$ cat src/rtl/regfile_wb.sv
// Thirty-two-entry MIPS register file at the end of the write-back path, with last-write debug capture.
// Optional same-cycle WB->ID bypass is enabled by defining REGFILE_WB_BYPASS_EN.
module regfile_wb (
    input  logic        clk,
    input  logic        clrn,
    input  logic        wregin,
    input  logic [4:0]  RdRtin,
    input  logic [31:0] writedata,
    input  logic [4:0]  rna,
    input  logic [4:0]  rnb,
    output logic [31:0] qa,
    output logic [31:0] qb,
    output logic [4:0]  lastwn,
    output logic [31:0] lastwd,
    output logic [15:0] wcount
);

    // Entry 0 exists only to keep indexing simple; it is never written and never read.
    logic [31:0] regs [0:31];
    logic        commit;

    assign commit = wregin && (RdRtin != 5'd0);

    always_ff @(posedge clk or negedge clrn) begin
        if (!clrn) begin
            for (int i = 0; i < 32; i++) begin
                regs[i] <= '0;
            end
            lastwn <= '0;
            lastwd <= '0;
            wcount <= '0;
        end else if (commit) begin
            regs[RdRtin] <= writedata;
            lastwn       <= RdRtin;
            lastwd       <= writedata;
            wcount       <= wcount + 16'd1;
        end
    end

`ifdef REGFILE_WB_BYPASS_EN
    // Forward the in-flight WB value so ID sees it in the same cycle; commit already excludes r0.
    always_comb begin
        qa = '0;
        qb = '0;
        if (rna != 5'd0) begin
            qa = (commit && (rna == RdRtin)) ? writedata : regs[rna];
        end
        if (rnb != 5'd0) begin
            qb = (commit && (rnb == RdRtin)) ? writedata : regs[rnb];
        end
    end
`else
    always_comb begin
        qa = '0;
        qb = '0;
        if (rna != 5'd0) begin
            qa = regs[rna];
        end
        if (rnb != 5'd0) begin
            qb = regs[rnb];
        end
    end
`endif

endmodule

$ cat config.mk
export PLATFORM = sky130hd
export DESIGN_NAME = regfile_wb
export DESIGN_NICKNAME = d
export VERILOG_FILES = /design/src/rtl/regfile_wb.sv
export SDC_FILE = /design/constraint.sdc
export NUM_CORES = 2
export LEC_CHECK = 0
export BUFFER_PORTS_ARGS = -buffer_cell sky130_fd_sc_hd__buf_2
export CORE_ASPECT_RATIO = 0.75
export CORE_UTILIZATION = 35
export CTS_CLUSTER_SIZE = 12
export DETAILED_ROUTE_END_ITERATION = 12
export HOLD_SLACK_MARGIN = 0.15
export REMOVE_ABC_BUFFERS = 1
export SLEW_MARGIN = 20
export SYNTH_ARGS = -nofsm -noshare
export SYNTH_HDL_FRONTEND = slang
export SYNTH_SLANG_ARGS = --single-unit
$ cat constraint.sdc
create_clock -name clk -period 2.3 [get_ports clk]
set_input_delay 0.23 -clock clk [delete_from_list [all_inputs] [get_ports clk]]
set_output_delay 0.23 -clock clk [all_outputs]
set_load 0.05 [all_outputs]
* Word level (Yosys, flattened, before mapping)
Index checks and enable logic that the tools add are counted.
Cells by class: $add $sub $neg 1, multiply operators 0, div/mod/pow operators 0, magnitude comparators 4, equality and inequality tests 0, shifts and indexed selects 0, muxes and demuxes 11, bitwise operators 3, reductions and logical operators 5
Operators with widths (count):
- $bwmux W1024 | 1
- $bmux W32 S5 | 2
- $mux W32 | 7
- $demux W32 S5 | 1
- $ge A6 B6 Y1 const B | 3
- $not A5 Y6 | 3
- $add A16 B1 Y16 const B | 1
- $reduce_bool A5 Y1 | 3
- $lt A6 B1 Y1 const B | 1
- $logic_and A1 B1 Y1 | 2
Storage, ports and cells: register bits after elaboration 1077, bits in latches 0, memory bits (writable) 0, bits in read-only memories 0, input bits 50, output and inout bits 117, word-level logic and storage cells 59, memories 0

* Logic depth before layout (Yosys ltp)
depth after elaboration 6, depth in mapped cells 7, gate-level depth less buffers 5

* Worst setup path before layout
OpenSTA, ideal clock, no wires.
kind input port to output port, start input rnb[2], end output qb[22], arrival 2481 ps, required time 2070 ps, path slack -411 ps, cell stages on the path 7, path buffers 3, cell sequence buf_4 buf_6 buf_4 mux2i_1 a221oi_1 o21ai_1 a311oi_1
Between the ends: longest elaborated chain between the ends 5, elaborated cells between the ends (all ways) 6, those cells by class mux (4); bitwise (1); reduce/logical (1)
RTL lines:
- start, declared | line 10 | input logic [4:0] rnb,
- $not A5 Y6 (not written as such) | line 60 | qb = regs[rnb];
- $bmux W32 S5 | line 60
- $mux W32 (not written as such) (2 in a row) | line 60
- $mux W32 (*) | line 59 | if (rnb != 5'd0) begin
- end, declared | line 12 | output logic [31:0] qb,
Every way passes the cells marked *; elsewhere a longest branch is shown, timed or not. The select of a mux whose other input is x is not followed.

* Final worst setup path
start register regs[614] (netlist name), end output qa[6]
Between the ends: longest elaborated chain between the ends 4
RTL lines:
- start, declared | line 19 | logic [31:0] regs [0:31];
- start signal, assigned by index | line 33 | regs[RdRtin] <= writedata;
- $bmux W32 S5 | line 57 | qa = regs[rna];
- $mux W32 (not written as such) (2 in a row) | line 57
- $mux W32 | line 56 | if (rna != 5'd0) begin
- end, declared | line 11 | output logic [31:0] qa,
No other way between the ends. The select of a mux whose other input is x is not followed.

==> flow_metrics.tcl <==
set metrics [dict create \
    synth_edf_count 0 \
    cp-end-kind "primary output" \
    via_count 37508 \
    path_max_fanout 3 \
    setup_viol 64 \
    multi_input_area_um2 29400 \
    dpl.hpwl_um 118000 \
    core-area_um2 161000 \
    die_x_um 468 \
    regToRegSetupSlack_ns 0.53 \
    tightest_slew_ns 0.838 \
    power.total_mw 58.1 \
    synth_area_leader_cell "dfrtp_1" \
    clkSinkCount 1077 \
    drt_first_iter_violations 3463 \
    holdPathEnd "lastwd[28]" \
    cts_tree "done" \
    ios 167 \
    startpoint "regs[614]" \
    skew_ns 0.00239 \
    required_ns 2.07 \
    synthTopCellsByArea "dfrtp_1, mux2_2, mux4_2" \
    ys_types 48 \
    cts-root-buf "clkbuf_16" \
    peakVddDrop_v 0.000624 \
    clkTransAtPathRegs_ns 0.06 \
    wirelength_um 189000 \
    power_density_nw_per_um2 827 \
    status "finished with violations" \
    report.final.slew_viol_count 0 \
    rsz0062_at_grt "yes" \
    fmax_mhz 368 \
    synth.most_common_cell "dfrtp_1" \
    whs_path_depth 2 \
    setup_ws_ns -0.417 \
    avgRoutedWirePerCell_um 29.9 \
    r2r-start "wcount[0]" \
    dpl-instance-area_um2 64500 \
    synth-seq-cells 1077 \
    final_util_pct 43.6 \
    port-buffer-count 166 \
    grt_util_all_layers_pct 23.0 \
    ys.flop_type "dfrtp_1" \
    critPathArrivalTime_ns 2.49 \
    slew_headroom_pct 43.8 \
    numCtsBuffers 115 \
    p_leak_nw 30.0 \
    grt_pass1_vias 38476 \
    drive_gt1_share_pct 60.4 \
    core.rowCount 127 \
    die_area_um2 165000 \
    r2r_cells 4 \
    fin_crit_sh_pct 118 \
    min_path_type "in2reg" \
    layout.cells.non_filler 6331 \
    final_hold_viol_count 0 \
    crit_type "reg2out" \
    violations "negative setup slack" \
    grt_overflow_total 0 \
    synth.avg_cell_area_um2 15.2 \
    vias_per_cell 5.92 \
    min_from "writedata[28]" \
    netlist_top_cells_count "dfrtp_1, mux2_2, mux4_2" \
    placedCellCount 6075 \
    finalCriticalPeriod_ns 2.72 \
    setup_tns_ns -21.43 \
    antenna_found_initial 6 \
    clockBufferDepth 3 \
    cts-htree-levels 3 \
    grt_pass1_wl_um 278000 \
    syn_to_final_growth_pct 23.0 \
    grt_max_degree 105 \
    drc_errors 0 \
    ys_warn_count 0 \
    insertion_delay_ns 0.75 \
    synth_cells 3760 \
    synthArstFlopShare_pct 100 \
    fillers 14216 \
    finalNetCount 4163 \
    die_h_um 352 \
    seq_area_frac_synth_pct 47.2 \
    dr.pass1.iters 5 \
    start_kind "flop" \
    r2r_end "wcount[15]" \
    maxCapViolCount 0 \
    final_cell_area_um2 70200 \
    netlist_area_um2 57100 \
    netlist.area_leader.share_pct 47.2 \
    initial_core_util_pct 35.5 \
    whs_ns 0.205 \
    detailedPlace.worstSlack_ns -0.419 \
    place.gp.congestion 0.840 \
    ant_nets 0 \
    regArea_um2 27000 \
]
-- area by class of cell --
cell class                      instances  area share (%)
Multi-Input combinational cell       2244            41.9
Sequential cell                      1077            38.4
Timing Repair Buffer                  667            10.6
Clock buffer                          178            4.82
Tap cell                             2128            3.79
Clock inverter                         29           0.428
Inverter                                7          0.0445
Antenna cell                            1         0.00356
-- how the worst max path moves through the flow --
stage                         to  slack [ns]  cells past startpoint
final                      qa[6]       -0.42                      6
after global routing       qa[6]       -0.50                      6
after CTS                  qa[8]       -0.47                      7
after detailed placement   qb[3]       -0.42                      9
after global placement    qa[11]       -0.51                      6
after floorplan           qa[15]       -0.85                      4
-- per-layer routing --
metal | global-route usage [%] | wire length [um] | up-vias | share of wire, %
li1 | - | - | 15307 | -
met1 | 33.0 | 84100 | 20439 | 45
met2 | 35.5 | 86300 | 1430 | 46
met3 | 3.87 | 12400 | 330 | 6.6
met4 | 7.50 | 6160 | 2 | 3.3
met5 | 0 | 20 | - | 0.011
-- registers in the layout, indices dropped and copies added, names as in the netlist --
register / cells
regs: 1024
lastwd: 32
wcount: 16
lastwn: 5
-- placed cells by master, fill, tap and decap left out, drive strengths merged, types with 13 or more instances in the layout --
cell            n
buf           621
inv            13
dlygate4sd3    38
mux2i         128
dfrtp        1077
xnor2          13
nor2           26
clkinv         18
nand2          58
a221oi         47
nor2b          68
a311oi         64
mux4          448
o2111ai        17
a211oi         65
mux2         1091
o21ai         114
a22oi          64
clkbuf        186
-- power breakdown --
group | internal (mW) | switching [mW]
clock | 10.5 | 8.14
sequential | 22.5 | 2.72
combinational | 8.06 | 6.12
-- worst max-delay path, cell delays in order (launching register included) --
cell and delay [ns]:
dfrtp_1 0.40, mux4_2 0.46, mux2_2 0.28, o21ai_2 0.16, a311oi_2 0.08, buf_4 0.21, buf_12 0.14
-- repair_timing --
| item | CTS | global route |
|---|---|---|
| buffers inserted | 9 | 14 |
| endpoints found under the setup margin | 64 | 64 |
| hold endpoints to repair | 2012 | 0 |
| hold buffers | 39 | 0 |
| pin swaps | 56 | 46 |
| resized for setup | 243 | 111 |
| cloned | 0 | 0 |
-- cells by family (layout without fill, tap and decap cells) --
family / after synthesis / in the layout / share of synthesized area [%]
buffers and inverters: 439 / 881 / 4.37
and+or+nand+nor: 188 / 188 / 1.88
xor gates and xnor gates: 15 / 15 / 0.230
adders and majority gates: 1 / 1 / 0.0219
DFF: 1077 / 1077 / 47.2
muxes: 1667 / 1667 / 41.6
other: 0 / 1 / 0
AOI/OAI and AO/OA: 373 / 373 / 4.72
No activity file was read; power rests on OpenSTA's default activity.
